==> config.mk <==
export PLATFORM = sky130hd
export DESIGN_NAME = inverse_fir_equalizer
export DESIGN_NICKNAME = d
export VERILOG_FILES = /design/src/rtl/inverse_fir_equalizer_pkg.sv /design/src/rtl/inverse_fir_delay_line.sv /design/src/rtl/inverse_fir_equalizer.sv
export SDC_FILE = /design/constraint.sdc
export NUM_CORES = 2
export LEC_CHECK = 0
export ABC_AREA = 1
export ABC_CLOCK_PERIOD_IN_PS = 18000
export CAP_MARGIN = 5
export CELL_PAD_IN_SITES_DETAIL_PLACEMENT = 1
export CELL_PAD_IN_SITES_GLOBAL_PLACEMENT = 1
export CORE_UTILIZATION = 54
export DETAILED_ROUTE_END_ITERATION = 7
export PLACE_DENSITY = 0.93
export SYNTH_ARGS = -nofsm -noshare
export SYNTH_HDL_FRONTEND = slang
export SYNTH_SLANG_ARGS = --single-unit
export TNS_END_PERCENT = 5
==> constraint.sdc <==
create_clock -name clk -period 18 [get_ports clk]
set_input_delay 3.6 -clock clk [delete_from_list [all_inputs] [get_ports clk]]
set_output_delay 3.6 -clock clk [all_outputs]
set_load 0.01 [all_outputs]
==> src/rtl/inverse_fir_equalizer_pkg.sv <==
// Shared constants, FSM encoding and the round/saturate helper for the
// inverse-channel FIR equalizer. Q2.13 data, 37-bit accumulator.
// Pure package: no latency, no flow control.
package inverse_fir_equalizer_pkg;

  localparam int TAPS = 31;
  localparam int DW   = 16;
  localparam int FRAC = 13;
  localparam int ACCW = 37;
  localparam int AW   = $clog2(TAPS);

  localparam logic [DW-1:0] Q_MAX = 16'h7FFF;
  localparam logic [DW-1:0] Q_MIN = 16'h8000;

  // Accumulator-width images of the Q2.13 limits and the rounding half-LSB.
  localparam logic signed [ACCW-1:0] SAT_HI   = {{(ACCW-DW){1'b0}}, Q_MAX};
  localparam logic signed [ACCW-1:0] SAT_LO   = {{(ACCW-DW){1'b1}}, Q_MIN};
  localparam logic signed [ACCW-1:0] RND_HALF = ACCW'(1 << (FRAC-1));

  typedef enum logic [1:0] {
    ST_IDLE,
    ST_MAC,
    ST_ROUND,
    ST_HOLD
  } state_t;

  // Q4.26 accumulator -> Q2.13: add half an output LSB, arithmetic shift
  // (so exact ties move toward +inf), then clamp to the 16-bit range.
  function automatic logic [DW-1:0] round_sat(input logic signed [ACCW-1:0] a);
    logic signed [ACCW-1:0] r;
    r = (a + RND_HALF) >>> FRAC;
    if (r > SAT_HI) begin
      return Q_MAX;
    end else if (r < SAT_LO) begin
      return Q_MIN;
    end
    return r[DW-1:0];
  endfunction

endpackage

==> src/rtl/inverse_fir_delay_line.sv <==
// 31-entry circular sample buffer: one write port, one tap-indexed read port.
// Write takes effect at the edge; read is combinational from tap and wr_ptr.
// No backpressure: the caller decides when wr_en fires.
// Ports: clk, rst_n (sync, active low), flush (sync clear), wr_en/wr_data,
//        tap (k = 0 is the newest sample), rd_data (x[n-k]).
module inverse_fir_delay_line
  import inverse_fir_equalizer_pkg::*;
(
  input  logic          clk,
  input  logic          rst_n,
  input  logic          flush,
  input  logic          wr_en,
  input  logic [DW-1:0] wr_data,
  input  logic [AW-1:0] tap,
  output logic [DW-1:0] rd_data
);

  logic [DW-1:0] mem [TAPS];
  logic [AW-1:0] wr_ptr;
  logic [AW-1:0] newest;
  logic [AW-1:0] rd_idx;

  always_comb begin
    newest = (wr_ptr == '0) ? AW'(TAPS-1) : wr_ptr - 1'b1;
    // (newest - tap) mod 31; the wrapped branch result is always <= 30,
    // so the 5-bit arithmetic cannot alias.
    rd_idx = (newest >= tap) ? newest - tap : newest + AW'(TAPS) - tap;
    rd_data = mem[rd_idx];
  end

  always_ff @(posedge clk) begin
    if (!rst_n || flush) begin
      wr_ptr <= '0;
      for (int i = 0; i < TAPS; i++) begin
        mem[i] <= '0;
      end
    end else if (wr_en) begin
      mem[wr_ptr] <= wr_data;
      wr_ptr      <= (wr_ptr == AW'(TAPS-1)) ? '0 : wr_ptr + 1'b1;
    end
  end

endmodule

==> src/rtl/inverse_fir_equalizer.sv <==
// 31-tap inverse-channel FIR equalizer, single time-multiplexed MAC, Q2.13.
// One sample per pass: 31 MAC cycles + 1 round cycle, result held until taken.
// in_ready low from accept until the output handshake; out_sample stable under stall.
// Ports: clk, rst_n (sync, active low), flush (sync clear/abort),
//        in_valid/in_ready/in_sample, coef_addr -> coef_data (external table,
//        combinational), out_valid/out_ready/out_sample.
module inverse_fir_equalizer
  import inverse_fir_equalizer_pkg::*;
(
  input  logic          clk,
  input  logic          rst_n,
  input  logic          flush,
  input  logic          in_valid,
  output logic          in_ready,
  input  logic [DW-1:0] in_sample,
  output logic [AW-1:0] coef_addr,
  input  logic [DW-1:0] coef_data,
  output logic          out_valid,
  input  logic          out_ready,
  output logic [DW-1:0] out_sample
);

  state_t state_q, state_d;

  logic                   accept;
  logic                   last_tap;
  logic [DW-1:0]          tap_data;
  logic signed [2*DW-1:0] prod;
  logic signed [ACCW-1:0] prod_ext;
  logic signed [ACCW-1:0] acc;

  inverse_fir_delay_line u_dline (
    .clk     (clk),
    .rst_n   (rst_n),
    .flush   (flush),
    .wr_en   (accept),
    .wr_data (in_sample),
    .tap     (coef_addr),
    .rd_data (tap_data)
  );

  assign prod     = $signed(tap_data) * $signed(coef_data);
  assign prod_ext = {{(ACCW-2*DW){prod[2*DW-1]}}, prod};
  assign last_tap = (coef_addr == AW'(TAPS-1));

  always_comb begin
    state_d  = state_q;
    in_ready = (state_q == ST_IDLE);
    // flush wins over a same-cycle input handshake: the sample is dropped.
    accept   = in_valid && in_ready && !flush;
    case (state_q)
      ST_IDLE:  if (accept)    state_d = ST_MAC;
      ST_MAC:   if (last_tap)  state_d = ST_ROUND;
      ST_ROUND:                state_d = ST_HOLD;
      ST_HOLD:  if (out_ready) state_d = ST_IDLE;
      default:                 state_d = ST_IDLE;
    endcase
    if (flush) begin
      state_d = ST_IDLE;
    end
  end

  always_ff @(posedge clk) begin
    if (!rst_n) begin
      state_q <= ST_IDLE;
    end else begin
      state_q <= state_d;
    end
  end

  always_ff @(posedge clk) begin
    if (!rst_n) begin
      acc        <= '0;
      coef_addr  <= '0;
      out_valid  <= 1'b0;
      out_sample <= '0;
    end else if (flush) begin
      acc       <= '0;
      coef_addr <= '0;
      out_valid <= 1'b0;
    end else begin
      case (state_q)
        ST_IDLE: begin
          if (accept) begin
            acc       <= '0;
            coef_addr <= '0;
          end
        end
        ST_MAC: begin
          acc       <= acc + prod_ext;
          coef_addr <= last_tap ? '0 : coef_addr + 1'b1;
        end
        ST_ROUND: begin
          out_sample <= round_sat(acc);
          out_valid  <= 1'b1;
        end
        ST_HOLD: begin
          if (out_ready) begin
            out_valid <= 1'b0;
          end
        end
        default: ;
      endcase
    end
  end

endmodule

======== Word level (Yosys, flattened, before mapping) ========
Memories as Yosys holds them, arrays and structs flattened.
Index checks and enable logic that the tools add are counted.
word-level totals
  bits in registers ....................... 66
  latch bits .............................. 0
  memory bits (writable) .................. 496
  bits in read-only memories .............. 0
  output and inout port bits .............. 23
  word-level logic and storage cells ...... 74
  memories ................................ 1
memory list
  memory       words  width  rd ports  clocked after memory_dff  wr ports  RTL line                      source
  u_dline.mem  31     16     1         0                         31        inverse_fir_delay_line.sv:18  logic [DW-1:0] mem [TAPS];
cells by class
  add/sub/neg operators ................... 8
  multipliers ............................. 1
  div/mod/pow operators ................... 0
  $lt $le $gt $ge ......................... 3
  eq/ne operators ......................... 8
  shift-type cells ........................ 0
  multiplexer cells ....................... 30
  bitwise operators ....................... 2
  reductions and logical operators ........ 15
operators with widths
  kind                    number
  $pmux 37 s2             1
  $mux 16                 4
  $add 37x14->37 const B  1
  $add 37x32->37          1
  $mux 37                 1
  $mul 16x16->32          1
  $mux 5                  6
  $gt 24x16->1 const B    1
  $lt 24x16->1 const B    1
  $reduce_or 16->1        1
  $mux 1                  12
  $add 5x1->5 const B     2
  $eq 5x5->1 const B      2
  $pmux 5 s2              1
  $sub 5x5->5             2
  $pmux 2 s4              1
  $mux 2                  3
  $reduce_and 2->1        3
  $add 5x5->5 const B     1
  $ge 5x5->1              1
  $logic_not 5->1         1
  $sub 5x1->5 const B     1
  $eq 2x2->1 const B      2
  $ne 2x2->1 const B      2
  11 further kinds        15

======== Depth between registers and ports, before layout ========
An unclocked memory read counts as a cell.
  depth in word-level cells ............... 9
  depth in mapped cells ................... 50

======== Hierarchy ========
Synthesis repeated with hierarchy kept, for this count alone.
second synthesis, totals
  cells, all modules ...................... 5041
  area total of the unflattened synthesis .. 41611.2 µm²
modules (own cells, without submodules)
  module                  instances  cells an instance  area an instance (µm²)
  inverse_fir_delay_line  1          2979               25919.9
  inverse_fir_equalizer   1          2062               15691.3

======== Worst setup path before layout ========
No wires, ideal clock.
  path type ............................... in2reg
  from .................................... input port coef_data[10]
  to ...................................... register acc[36]
  setup time .............................. 0.070 ns
  arrival ................................. 8.987 ns
  required time ........................... 17.930 ns
  path slack .............................. 8.943 ns
  stages on the path ...................... 27
  path buffers ............................ 1
  path through ............................ buf_1 clkinv_1 nor2_1 inv_1 fa_1 inv_1 fa_1 inv_1 fa_1 inv_1 fa_1 fa_1 inv_1 fa_1 inv_1 ha_1 nand2_1 nand2_1 o21ai_0 o211ai_1 nor2_1 nand2_1 a31oi_1 inv_1 nand3_1 nand3_1 a21oi_1
on the way
  cells in the longest elaborated chain, start to end .. 3
ends and longest elaborated chain
  element                 RTL line                     source
  start: declaration      inverse_fir_equalizer.sv:17  input logic [DW-1:0] coef_data,
  $mul 16x16->32          inverse_fir_equalizer.sv:42  assign prod = $signed(tap_data) * $signed(coef_data);
  $add 37x32->37          inverse_fir_equalizer.sv:90  acc <= acc + prod_ext;
  $pmux 37 s2             inverse_fir_equalizer.sv:82  case (state_q)
  end signal: assignment  inverse_fir_equalizer.sv:90
  end: declaration        inverse_fir_equalizer.sv:30  logic signed [ACCW-1:0] acc;
No other way between the ends.
A chain may end at the register's enable or synchronous reset.

======== Worst setup path in the final report ========
  from .................................... register u_dline.wr_ptr[3]
  to ...................................... register acc[28]
on the way
  cells in the longest elaborated chain, start to end .. 9
  elaborated cells between the ends (all ways) .. 12
  classes of those cells .................. add/sub (5); mul (1); order compare (1); mux (3); reduce/logical (1); memory (1)
ends and longest elaborated chain
  element                                                RTL line                      source
  start: declaration                                     inverse_fir_delay_line.sv:19  logic [AW-1:0] wr_ptr;
  start signal: assignment                               inverse_fir_delay_line.sv:39  wr_ptr <= (wr_ptr == AW'(TAPS-1)) ? '0 : wr_ptr + 1'b1;
  $sub 5x1->5 / $logic_not 5->1 (equally long branches)  inverse_fir_delay_line.sv:24  newest = (wr_ptr == '0) ? AW'(TAPS-1) : wr_ptr - 1'b1;
  $mux 5 (*)                                             inverse_fir_delay_line.sv:24
  $add 5x5->5                                            inverse_fir_delay_line.sv:27  rd_idx = (newest >= tap) ? newest - tap : newest + AW'(TAPS) - tap;
  $sub 5x5->5                                            inverse_fir_delay_line.sv:27
  $mux 5 (*)                                             inverse_fir_delay_line.sv:27
  $mem_v2 31x16 (*)                                      --
  $mul 16x16->32 (*)                                     inverse_fir_equalizer.sv:42
  $add 37x32->37 (*)                                     inverse_fir_equalizer.sv:90
  $pmux 37 s2 (*)                                        inverse_fir_equalizer.sv:82
Every way passes the cells marked *; elsewhere a longest branch is shown, timed or not.

==> out/qor.txt <==
Status = finished clean
CTS Hold Buffers Added = 0
Cells after Synth = 4183
Async SR Flop Fraction = 0
Nature of the critical path endpoint = flip-flop
Core Rows = 97
Vias in the first global route = 37002
Worst Hold Class = flip-flop to flip-flop
WL final = 157 mm
Max stage delay on crit path = 0.82 ns
H-tree level count = 2
Worst-skew pair later-pin latency = 0.69 ns
Worst Path Buf+Inv = 11
Total clock sinks = 578
Per-cell routed wire length = 30.8 µm
Antenna violations before repair = 5
Congestion Overflow GR = 0
Cell taking the most area after synthesis = edfxtp_1
RR Startpoint = u_dline.wr_ptr[3]
Post-synthesis sequential area ratio = 0.435
Top cell type's share of synthesized area = 0.401
Remaining DRCs = 0
Die Width = 269 µm
Slew Limit Headroom = 0.0774
Share of layout cells above drive strength 1 = 0.0494
Startpoint Class = flip-flop
EDFF count, synth = 512
First-pass GRT wire length = 234 mm
Stages on worst setup path = 44
Via density per instance = 6.73
Max Cap Viol = 0
Delay-heaviest family, CP = adder cells
Io pins = 60
Period minus WS final = 13.09 ns
Crit-path max FO = 115
Worst-margin pin slew = 1.38 ns
Synth Flop Type = edfxtp_1
CTS tree = built
Crit path from = u_dline.wr_ptr[3]
R2R setup slack = 4.91 ns
Final Hold Fails = 0
Crit Path Class = flip-flop to flip-flop
Number of library cell types mapped by synthesis = 48
Post-DRT Antenna Nets = 0
Tot GR Track Use = 0.441
Mapped Avg Cell Area = 9.17 µm²
CP max-delay cell = buf_4
YS warnings = 0
Mapped cell area = 38400 µm²
Core Footprint = 70100 µm²
Worst Path Arrival = 13.58 ns
Final nets = 4601
R2R Path End = acc[28]
Buffer count from post-CTS setup fixing = 0
First-iteration detailed-routing DRC count = 5003
Die Y = 269 µm
Setup-failing EPs final = 0
Net Count, Synth = 4667
Area delta synth->final = 8.19%
DP HPWL = 96.9 mm
F_max = 76.4 MHz
Final slew viol count = 0
Pin count of the biggest net entering global routing = 135
Crit path required time = 18.49 ns
RD Place Congestion = 0.916
Initial Util = 0.547
Critical Path Sink = acc[28]
Post-CTS sizing = 0
CTS buffer count = 60
First-pass DRT Iterations = 7
Post-route clock period utilization = 0.727
Worst Skew = 0.0713 ns
Die area = 72100 µm²
CTS root buffer = clkbuf_16
Clock slew at reported path FFs = 0.07 ns
Vias = 34395
Max clock buf depth = 3
Register bit total from synthesis = 578
Port bufs = 59
RSZ-0062 raised after global routing = false
R2r worst-path depth = 44
Sum of negative setup slack = 0 ns
Synth top area cells = edfxtp_1 40%, fa_1 17%, nand2_1 8.6%, nor2_1 6.9%, nand3_1 6.4%
[layer usage]
metal	share of wire	track usage	vias to the layer above	routed length, µm
met1	0.32	0.506	16770	50100
met5	0.00036	0.00743	-	57
met2	0.45	0.676	3227	70900
met3	0.14	0.162	1148	22000
met4	0.090	0.327	8	14200
li1	-	-	13242	-
[cells in the mapped netlist, types with 11 or more instances]
cell and count:
a21oi_1 114, a21oi_2 11, buf_2 70, buf_4 16
buf_6 15, clkbuf_1 121, dfxtp_1 66, edfxtp_1 512
fa_1 320, ha_1 127, inv_1 482, inv_2 13
nand2_1 883, nand3_1 494, nor2_1 706, nor3_1 22
o21ai_0 68, xnor2_1 12, xor2_1 25
[logic make-up (layout without fill, tap and decap cells)]
kind of cell | count (synthesis) | after routing | synth area share
simple gates | 2151 | 2151 | 0.232
buf+inv | 729 | 715 | 0.0784
flops | 578 | 578 | 0.435
fa+ha+maj | 447 | 447 | 0.208
compound gates | 241 | 241 | 0.0380
xor+xnor | 37 | 37 | 0.00844
other cells | 0 | 2 | 0
[cells in the final DEF, fill, tap and decap left out, drive strengths merged, types with 25 or more instances in the layout]
master,count
clkdlybuf4s50,59
dfxtp,66
a21oi,127
clkinv,32
inv,497
nor2,708
buf,44
nand2,895
edfxtp,512
o21ai,84
xor2,25
nand3,498
fa,320
clkbuf,70
ha,127
[worst min-delay path, delay by kind of cell, from the launching register on]
kind,cells,cell delay (ns)
DFF,1,0.33
and+or+nand+nor,1,0.07
AOI/OAI and AO/OA,1,0.05
[through the flow]
| stage | cell area (µm²) | setup slack, ns | instances | utilization | hold WS, ns |
|---|---|---|---|---|---|
| 3_3_place_gp | 39400 | 6.86 | 4994 | 0.561 | 0.458 |
| 5_1_grt | 41500 | 4.69 | 5109 | 0.592 | 0.527 |
| 3_5_place_dp | 39400 | 5.96 | 4994 | 0.561 | 0.465 |
| 4_1_cts | 41500 | 5.48 | 5108 | 0.592 | 0.488 |
| 6_report | 41500 | 4.91 | 5111 | 0.592 | 0.494 |
| 2_1_floorplan | 38400 | 8.94 | 4183 | - | 0.450 |
[worst min path at each step]
| stage | slack (ns) | end | from | cells after the start |
|---|---|---|---|---|
| after CTS | 0.49 | out_sample[15] | out_sample[15] | 2 |
| final | 0.49 | out_sample[15] | out_sample[15] | 2 |
| after floorplan | 0.45 | acc[0] | acc[0] | 2 |
| after global routing | 0.53 | out_sample[15] | out_sample[15] | 2 |
| after detailed placement | 0.46 | out_sample[15] | out_sample[15] | 2 |
| after global placement | 0.46 | acc[0] | acc[0] | 2 |
[state kept, by name, summed over array words and instances (netlist names)]
| signal | cells |
|---|---|
| acc | 37 |
| coef_addr | 5 |
| out_sample | 16 |
| out_valid | 1 |
| state_q | 2 |
| u_dline.mem | 512 |
| u_dline.wr_ptr | 5 |
[final cells by class]
cell class | instances | area (µm²)
fill | 7842 | 28600
multi-input combinational | 2876 | 18700
sequential | 578 | 16700
inverter | 498 | 1870
clock buffer | 70 | 1570
tap | 940 | 1180
timing repair buffer | 103 | 928
clock inverter | 44 | 542
antenna | 2 | 5.00
Power is not shown: default switching activity piles up to over one toggle a cycle in this logic, so the estimate is an artifact.
